<file path="config.mk">
export PLATFORM = sky130hd
export DESIGN_NAME = mem_stage
export DESIGN_NICKNAME = d
export VERILOG_FILES = /design/src/rtl/lc3b_types.sv /design/src/rtl/mem_byte_fmt.sv /design/src/rtl/mem_stage.sv
export SDC_FILE = /design/constraint.sdc
export NUM_CORES = 1
export LEC_CHECK = 0
export CORE_MARGIN = 1.5
export CORE_UTILIZATION = 25
export CTS_CLUSTER_SIZE = 24
export DETAILED_ROUTE_END_ITERATION = 16
export GPL_TIMING_DRIVEN = 0
export PLACE_DENSITY = 0.64
export SYNTH_ARGS = -nofsm -noshare
export SYNTH_HDL_FRONTEND = slang
export SYNTH_SLANG_ARGS = --single-unit
</file>
<file path="constraint.sdc">
create_clock -name clk -period 4.5 [get_ports clk]
set_input_delay 1.35 -clock clk [delete_from_list [all_inputs] [get_ports clk]]
set_output_delay 1.35 -clock clk [all_outputs]
set_load 0.02 [all_outputs]
</file>
<file path="src/rtl/lc3b_types.sv">
// Shared LC-3b types for the memory stage: opcodes, word/mask types,
// memory-stage FSM state encoding and byte-enable constants.
package lc3b_types;

    typedef logic [15:0] lc3b_word;
    typedef logic [1:0]  lc3b_mem_wmask;

    typedef enum logic [3:0] {
        op_br   = 4'h0,
        op_add  = 4'h1,
        op_ldb  = 4'h2,
        op_stb  = 4'h3,
        op_jsr  = 4'h4,
        op_and  = 4'h5,
        op_ldr  = 4'h6,
        op_str  = 4'h7,
        op_rti  = 4'h8,
        op_not  = 4'h9,
        op_ldi  = 4'hA,
        op_sti  = 4'hB,
        op_jmp  = 4'hC,
        op_shf  = 4'hD,
        op_lea  = 4'hE,
        op_trap = 4'hF
    } lc3b_opcode;

    typedef enum logic {
        FIRST  = 1'b0,
        SECOND = 1'b1
    } mem_stage_state_t;

    localparam lc3b_mem_wmask BE_WORD = 2'b11;
    localparam lc3b_mem_wmask BE_LO   = 2'b01;
    localparam lc3b_mem_wmask BE_HI   = 2'b10;

    // Clear bit 0 so every access lands on a word boundary.
    function automatic lc3b_word word_align(input lc3b_word addr);
        return addr & 16'hFFFE;
    endfunction

endpackage

</file>
<file path="src/rtl/mem_byte_fmt.sv">
// Byte-op formatting for the memory stage (purely combinational).
// Ports:
//   addr_lsb     - bit 0 of the effective address (selects the byte lane)
//   rdata        - memory read data
//   src_lo       - low byte of the store-source register
//   ldb_data_c   - selected byte of rdata, sign-extended to 16 bits
//   stb_wdata_c  - store byte replicated into both lanes
//   stb_mask_c   - write mask for the addressed byte lane
module mem_byte_fmt
    import lc3b_types::*;
(
    input  logic          addr_lsb,
    input  lc3b_word      rdata,
    input  logic [7:0]    src_lo,
    output lc3b_word      ldb_data_c,
    output lc3b_word      stb_wdata_c,
    output lc3b_mem_wmask stb_mask_c
);

    // Odd address means the high byte lane.
    always_comb begin
        if (addr_lsb) begin
            ldb_data_c = {{8{rdata[15]}}, rdata[15:8]};
            stb_mask_c = BE_HI;
        end else begin
            ldb_data_c = {{8{rdata[7]}}, rdata[7:0]};
            stb_mask_c = BE_LO;
        end
        stb_wdata_c = {src_lo, src_lo};
    end

endmodule

</file>
<file path="src/rtl/mem_stage.sv">
// LC-3b memory-access stage controller. Converts the instruction in the
// memory pipeline register into one or two memory transactions, formats
// load data for write-back and stalls the pipeline until the access ends.
// Ports:
//   clk, reset        - clock, synchronous active-high reset
//   in_valid          - memory register holds a live instruction
//   in_opcode         - instruction opcode
//   in_address        - effective address
//   in_src            - store-source register value
//   mem_resp          - memory transaction completes this cycle
//   mem_rdata         - memory read data
//   mem_read/mem_write- request strobes
//   mem_byte_enable   - write byte mask
//   mem_address       - word-aligned request address
//   mem_wdata         - write data
//   rdata_out         - formatted load result for write-back
//   stall             - freeze all pipeline registers
module mem_stage
    import lc3b_types::*;
(
    input  logic          clk,
    input  logic          reset,
    input  logic          in_valid,
    input  lc3b_opcode    in_opcode,
    input  lc3b_word      in_address,
    input  lc3b_word      in_src,
    input  logic          mem_resp,
    input  lc3b_word      mem_rdata,
    output logic          mem_read,
    output logic          mem_write,
    output lc3b_mem_wmask mem_byte_enable,
    output lc3b_word      mem_address,
    output lc3b_word      mem_wdata,
    output lc3b_word      rdata_out,
    output logic          stall
);

    mem_stage_state_t state, next_state;
    lc3b_word         ptr;
    logic             ptr_load;
    logic             mem_op;
    logic             indirect;
    logic             is_store;
    lc3b_word         ldb_data;
    lc3b_word         stb_wdata;
    lc3b_mem_wmask    stb_mask;

    assign mem_op   = in_valid && (in_opcode inside {op_ldr, op_ldb, op_str,
                                                     op_stb, op_ldi, op_sti});
    assign indirect = (in_opcode == op_ldi) || (in_opcode == op_sti);
    assign is_store = (in_opcode == op_str) || (in_opcode == op_stb);

    mem_byte_fmt u_byte_fmt (
        .addr_lsb    (in_address[0]),
        .rdata       (mem_rdata),
        .src_lo      (in_src[7:0]),
        .ldb_data_c  (ldb_data),
        .stb_wdata_c (stb_wdata),
        .stb_mask_c  (stb_mask)
    );

    // State and indirect pointer registers.
    always_ff @(posedge clk) begin
        if (reset) begin
            state <= FIRST;
            ptr   <= '0;
        end else begin
            state <= next_state;
            if (ptr_load) begin
                ptr <= mem_rdata;
            end
        end
    end

    // Next state and Mealy request/stall/result outputs.
    always_comb begin
        next_state      = state;
        ptr_load        = 1'b0;
        mem_read        = 1'b0;
        mem_write       = 1'b0;
        mem_byte_enable = '0;
        mem_address     = '0;
        mem_wdata       = '0;
        rdata_out       = '0;
        stall           = 1'b0;

        case (state)
            FIRST: begin
                if (mem_op) begin
                    mem_address = word_align(in_address);
                    if (is_store) begin
                        mem_write = 1'b1;
                        if (in_opcode == op_stb) begin
                            mem_wdata       = stb_wdata;
                            mem_byte_enable = stb_mask;
                        end else begin
                            mem_wdata       = in_src;
                            mem_byte_enable = BE_WORD;
                        end
                    end else begin
                        // LDI/STI both read the pointer on their first access.
                        mem_read        = 1'b1;
                        mem_byte_enable = BE_WORD;
                    end

                    if (indirect) begin
                        stall = 1'b1;
                        if (mem_resp) begin
                            next_state = SECOND;
                            ptr_load   = 1'b1;
                        end
                    end else begin
                        stall = !mem_resp;
                        if (mem_resp) begin
                            if (in_opcode == op_ldb) begin
                                rdata_out = ldb_data;
                            end else if (in_opcode == op_ldr) begin
                                rdata_out = mem_rdata;
                            end
                        end
                    end
                end
            end

            SECOND: begin
                if (mem_op) begin
                    mem_address     = word_align(ptr);
                    mem_byte_enable = BE_WORD;
                    if (in_opcode == op_sti) begin
                        mem_write = 1'b1;
                        mem_wdata = in_src;
                    end else begin
                        mem_read = 1'b1;
                    end
                    stall = !mem_resp;
                    if (mem_resp && (in_opcode == op_ldi)) begin
                        rdata_out = mem_rdata;
                    end
                end
                if (mem_resp) begin
                    next_state = FIRST;
                end
            end

            default: next_state = FIRST;
        endcase
    end

endmodule

</file>
==> qor.csv, run 1 <==
metric;value;unit
main flop type after synthesis;dfxtp_1;
# H-tree levels;1;
CTS tree;done;
fin nets;351;
clk sink count;16;
# rows;28;
Worst Hold Slack;0.477;ns
transition time of the tightest slew-check pin;0.532;ns
post-synth net total;238;
startpoint types;input port;
Synth top area share;20.8;%
Clock Skew;0.00197;ns
CTS clk-pin slew, worst paths;0.06;ns
Rel. slew slack;64.4;%
Post-Synthesis Cells;182;
Yosys cell types;40;
Via Count;1760;
initial core utilization;25.9;%
first-pass iteration count of the detailed router;4;
yosys warns;0;
Core Area;0.00596;mm2
antenna cell count;0;
initial drt markers;85;
final setup TNS;0;ns
# DRC;0;
largest fanout on the critical path;8;
Wirelength per Cell;14.5;um
first-pass GRT wire length;8340;um
WP data arrival;3.08;ns
Max VDD drop;0.0000707;V
max-cap violations;0;
hold crit path type;reg -> reg;
RSZ-0062 raised after global routing;false;
antenna violations before repair;0;
final hold violations;0;
total track usage;15.8;%
Crit Path Category;in -> out;
fmax;226;MHz
Detailed Place HPWL;4230;um
Synth top cells by count;30 x nand2b_1, 16 x dfxtp_1, 15 x a22o_1, 15 x mux2i_1, 11 x a21oi_1;
die area;0.00665;mm2
Static Leakage;0.00123;uW
pin count of the biggest net entering global routing;11;
IO Count;109;
GRT overflow;0;
minimum clock period;4.43;ns
Power Density;153;mW/mm2
CTS buffer count;3;
fin. max-slew vios;0;
CP Data Required Time;3.15;ns
GPL Wtd Cong;0.751;
Setup violations, final;0;
Post-synth EDFFs;0;
Clock Tree Buf Depth;2;
Die Y;81.6;um
Final period util;98.4;%
CP Capture Type;output pin;
syn_area_per_cell;8.48;um2
DRT antenna net count;0;
dominant cell type by area after synthesis;dfxtp_1;
Root Buffer Master;clkbuf_8;
Die Width;81.6;um
PortBufs;106;
status;complete, no violations;
layout overhead on the synthesized area;75.7;%
vias per inst;4.77;
vias in the first global route;1721;
clock latency at the later pin of the worst-skew pair;0.24;ns
main area contributors after synthesis;dfxtp_1 21%, nand2b_1 12%, mux2i_1 9.7%;
layout cells sized above 1;15.0;%
netlist area before placement;0.00154;mm2
count leader, synth;nand2b_1;
Async S/R FF share, synth;0;%
hold_buf cts;0;
Seq/Total Area, Yosys;20.8;%
FF+latch count, synth;16;
overall routed net length;5350;um
## power breakdown
group          total (uW)  internal, uW  switching, uW  leakage, uW
clock network         126          77.5           48.3    0.0000288
registers             145           143           1.15     0.000129
logic                 145          80.0           65.0      0.00107
total                 415           301            114      0.00123
## cell families (layout without fill, tap and decap cells)
family	Yosys count	in the layout	share of synthesized area [%]
multiplexers	16	16	10.5
AO/OA/AOI/OAI	63	63	31.3
other	1	1	0.243
buffers and inverters	19	131	8.51
AND/OR/NAND/NOR	67	67	28.7
flip-flops	16	16	20.8
## routing by layer
metal / wire, um / global-route usage (%)
met1: 2380 / 20.5
met2: 2510 / 26.5
met3: 390 / 2.89
met4: 65 / 4.14
met5: 0 / 0
## state kept, by name, indices dropped and copies added (netlist names)
register and cells:
state 1, ptr 15
## final timing paths
| path | from | to | slack [ns] | cells after the start |
|---|---|---|---|---|
| max reg2reg | state | ptr[8] | 3.13 | 5 |
| min | ptr[11] | ptr[11] | 0.48 | 2 |
| max | in_opcode[1] | rdata_out[1] | 0.07 | 7 |
| min reg2reg | ptr[11] | ptr[11] | 0.48 | 2 |
## worst max-delay path: stages
cell and delay, ns:
clkdlybuf4s50_1 0.55, and4b_1 0.24, buf_6 0.14, and3_4 0.18
buf_6 0.12, a32o_1 0.11, dlygate4sd2_1 0.37
## through the flow
step	utilization (%)	std cells	cell area, um2	worst slack [ns]	power [uW]
floorplan	-	182	1540	0.772	212
global placement	45.3	363	2700	-0.308	299
detailed placement	45.3	363	2700	-0.312	299
CTS	45.8	369	2730	0.0274	419
global route	45.5	369	2710	0.00291	433
finish	45.5	369	2710	0.0732	415
## cell usage in the layout, fill, tap and decap left out, types with 2 or more instances in the layout
| master | n |
|---|---|
| nor3_4 | 3 |
| mux2i_1 | 15 |
| nand3b_1 | 2 |
| and2_1 | 9 |
| dfxtp_1 | 16 |
| clkbuf_1 | 6 |
| nand2_1 | 5 |
| a21oi_1 | 11 |
| nand2b_1 | 30 |
| clkdlybuf4s50_1 | 54 |
| buf_6 | 3 |
| clkbuf_8 | 5 |
| o21ai_0 | 9 |
| clkdlybuf4s15_1 | 5 |
| nor2b_1 | 2 |
| o2bb2ai_1 | 7 |
| or2_2 | 4 |
| nor2_1 | 4 |
| a32o_1 | 7 |
| a22oi_1 | 7 |
| dlygate4sd2_1 | 26 |
| dlymetal6s2s_1 | 9 |
| buf_4 | 6 |
| a31oi_1 | 2 |
| clkbuf_2 | 13 |
| a22o_1 | 15 |
## timing repair
action                                  in CTS  in global routing
hold endpoints to repair                     0                  0
buffers inserted                             2                  0
resized for setup                           46                 38
endpoints found under the setup margin      52                 28
pin swaps                                    2                  0
## area by class of cell
class	count	area, um2
Fill cell	660	3250
Timing Repair Buffer	108	1010
Tap cell	75	93.8
Sequential cell	16	320
Multi-Input combinational cell	147	1100
Inverter	1	3.75
Clock buffer	4	55.1
Buffer	18	129
(Power assumes the default switching activity.)
==> run 2, diff against run 1 <==
--- a/config.mk
+++ b/config.mk
@@ -10,6 +10,7 @@
 export CTS_CLUSTER_SIZE = 24
 export DETAILED_ROUTE_END_ITERATION = 16
 export GPL_TIMING_DRIVEN = 0
+export HOLD_SLACK_MARGIN = 0.15
 export PLACE_DENSITY = 0.64
 export SYNTH_ARGS = -nofsm -noshare
 export SYNTH_HDL_FRONTEND = slang
==> results of run 2 <==
Same layout as run 1: the final DEF is identical, and so are final timing and power.
==> run 3, diff against run 2 <==
--- a/config.mk
+++ b/config.mk
@@ -5,13 +5,14 @@
 export SDC_FILE = /design/constraint.sdc
 export NUM_CORES = 1
 export LEC_CHECK = 0
-export CORE_MARGIN = 1.5
+export CORE_MARGIN = 2
 export CORE_UTILIZATION = 25
 export CTS_CLUSTER_SIZE = 24
 export DETAILED_ROUTE_END_ITERATION = 16
 export GPL_TIMING_DRIVEN = 0
 export HOLD_SLACK_MARGIN = 0.15
-export PLACE_DENSITY = 0.64
+export PLACE_DENSITY = 0.58
 export SYNTH_ARGS = -nofsm -noshare
 export SYNTH_HDL_FRONTEND = slang
+export SYNTH_HIERARCHICAL = 1
 export SYNTH_SLANG_ARGS = --single-unit
==> run 3 against run 2 <==
Effect of this change: die area is 34% higher; global-route usage is 1.1 points lower; clock power hardly changed; sequential power hardly changed; clock skew is 0.00069 ns lower; critical path depth stayed put; synthesized cell count is 31% higher; critical path type unchanged; critical endpoint is now rdata_out[3]; largest cell class is now multi-input gates.
==> qor.csv, run 3 <==
metric;value;unit
layout cells sized above 1;21.0;%
Wirelength per Cell;14.6;um
Clock Tree Buf Depth;2;
# DRC;0;
DR WL met2;2970;um
WHS Path Cells;2;
commonest cells after routing, fill and taps aside;73 x clkdlybuf4s50_1, 32 x nor2_1, 32 x nand2b_1;
Seq/Total Area, Yosys;15.7;%
first-pass GRT wire length;10500;um
yosys warns;6;
# rows;32;
DRT antenna net count;0;
Die Width;94.3;um
final hold violations;0;
Power Density;145;mW/mm2
Core Area;0.00781;mm2
reg-to-reg startpoint;state;
Die Y;94.3;um
IO Count;109;
die area;0.00889;mm2
fin. max-slew vios;0;
dominant cell type by area after synthesis;dfxtp_1;
Via Count;2087;
antenna cell count;0;
main area contributors after synthesis;dfxtp_1 16%, mux2i_1 15%, buf_4 10%;
Setup violations, final;0;
Slowest cell on crit path;clkdlybuf4s50_1;
main flop type after synthesis;dfxtp_1;
commonest non-fill, non-tap cell in the layout;clkdlybuf4s50_1;
PortBufs;104;
Hold Startpoint;ptr[2];
Root Buffer Master;clkbuf_8;
met1 WL;2920;um
first-pass iteration count of the detailed router;4;
Final period util;98.5;%
Synth top area share;15.7;%
hold endpoint;ptr[2];
critical path, cell by cell;clkdlybuf4s50_1 -> and4b_1 -> buf_6 -> and4b_1 -> buf_6 -> a32o_1 -> dlygate4sd2_1;
antenna violations before repair;0;
fmax;226;MHz
FILL cells;831;
max-cap violations;0;
WP data arrival;3.08;ns
flop2flop setup slack;3.01;ns
Routed met3 length;635;um
netlist area before placement;0.00204;mm2
Post-Place Cell Area;0.00321;mm2
initial drt markers;58;
GPL Wtd Cong;0.793;
RSZ-0062 raised after global routing;true;
startpoint types;input port;
status;complete, no violations;
# H-tree levels;1;
Post-synth EDFFs;0;
hold_buf cts;0;
CTS tree;done;
Post-Synthesis Cells;239;
vias per inst;4.65;
hold crit path type;reg -> reg;
Biggest register;ptr;
largest fanout on the critical path;8;
worst flop-to-flop path endpoint;ptr[12];
fin area;0.00320;mm2
post-synth net total;295;
clk sink count;16;
Clock Skew;0.00128;ns
initial core utilization;26.1;%
fin nets;404;
Synth top cells by count;32 x nand2b_1, 32 x nor2_1, 30 x mux2i_1;
Max VDD drop;0.0000804;V
Detailed Place HPWL;5150;um
Largest register FFs;15;
CTS buffer count;3;
highest metal used;met4;
overall routed net length;6550;um
CP Data Required Time;3.15;ns
Yosys cell types;33;
minimum clock period;4.43;ns
CTS clk-pin slew, worst paths;0.06;ns
final setup TNS;0;ns
FF+latch count, synth;16;
CP Capture Type;output pin;
Async S/R FF share, synth;0;%
syn_area_per_cell;8.52;um2
clock latency at the later pin of the worst-skew pair;0.24;ns
pin count of the biggest net entering global routing;11;
multi-input logic area;0.00138;mm2
Static Leakage;0.00133;uW
GRT overflow;0;
Reg2Reg Depth;4;
Crit Path Category;in -> out;
Critical Path Max Stage Delay;0.52;ns
total track usage;14.6;%
storage element area;320;um2
vias in the first global route;2063;
biggest regs;ptr: 15 flops, state: 1 flops;
layout overhead on the synthesized area;57.2;%
[run 3: cell count changes after synthesis, sizes merged, moves of 9 or more]
cell   previous run  this run
a21oi            12         2
a22o             15         0
a32o              7        16
and2             10         0
buf              10        38
mux2              1        23
mux2i            15        30
nor2              4        34
o21ai            11         1
[run 3: worst max-delay path: cells and delay by family]
family / cells / cell delay [ns]
buffers and inverters: 4 / 1.16
AND/OR/NAND/NOR: 2 / 0.45
AO/OA/AOI/OAI: 1 / 0.13
[run 3: final cells by class]
class	instances	area share (%)
plain buffers	47	10.7
clock buffers	4	1.72
inverters	1	0.117
multi-input cells	175	43.1
flip-flops and latches	16	10.0
well taps	102	3.98
repair buffers	104	30.4
[run 3: how the worst max path moves through the flow]
stage | from | to | depth (start not counted) | slack [ns]
2_1_floorplan | in_opcode[2] | mem_wdata[10] | 6 | 0.64
3_3_place_gp | in_opcode[0] | rdata_out[5] | 8 | -0.40
3_5_place_dp | in_opcode[0] | rdata_out[5] | 8 | -0.38
4_1_cts | in_valid | mem_wdata[9] | 5 | -0.03
5_1_grt | in_opcode[2] | mem_wdata[9] | 6 | -0.005
6_report | in_valid | rdata_out[3] | 7 | 0.07
[run 3: where the power goes]
part	total (uW)	internal (uW)	switching [uW]
clock network	127	77.5	49.7
logic	193	112	80.2
registers	145	143	1.27
total	465	333	131
[run 3: kinds of logic (layout without fill, tap and decap cells)]
logic type,count (synthesis),after routing,share of synthesized area (%)
other,1,1,0.184
multiplexers,53,53,28.9
flip-flops,16,16,15.7
buffers and inverters,48,156,16.8
AO/OA/AOI/OAI,43,43,17.7
AND/OR/NAND/NOR,78,78,20.7
[run 3: metal layers]
| metal | GRT usage (%) | vias to the layer above |
|---|---|---|
| met5 | 0 | - |
| met4 | 2.54 | 0 |
| met3 | 3.93 | 2 |
| met2 | 25.4 | 86 |
| met1 | 18.3 | 953 |
| li1 | - | 1046 |
[run 3: stage by stage]
step	util, %	setup slack, ns	cells	total power [uW]	hold slack, ns
after floorplan	-	0.645	239	253	0.448
after global placement	41.1	-0.399	445	344	0.469
after detailed placement	41.1	-0.379	445	345	0.466
after CTS	41.6	-0.0285	449	470	0.484
after global routing	41.0	-0.00469	449	489	0.497
final	41.0	0.0696	449	465	0.480
[run 3: timing repair]
| action | 4_1_cts | 5_1_grt |
|---|---|---|
| buffers inserted | 0 | 0 |
| endpoints found under the setup margin | 37 | 22 |
| gates resized for setup | 47 | 19 |
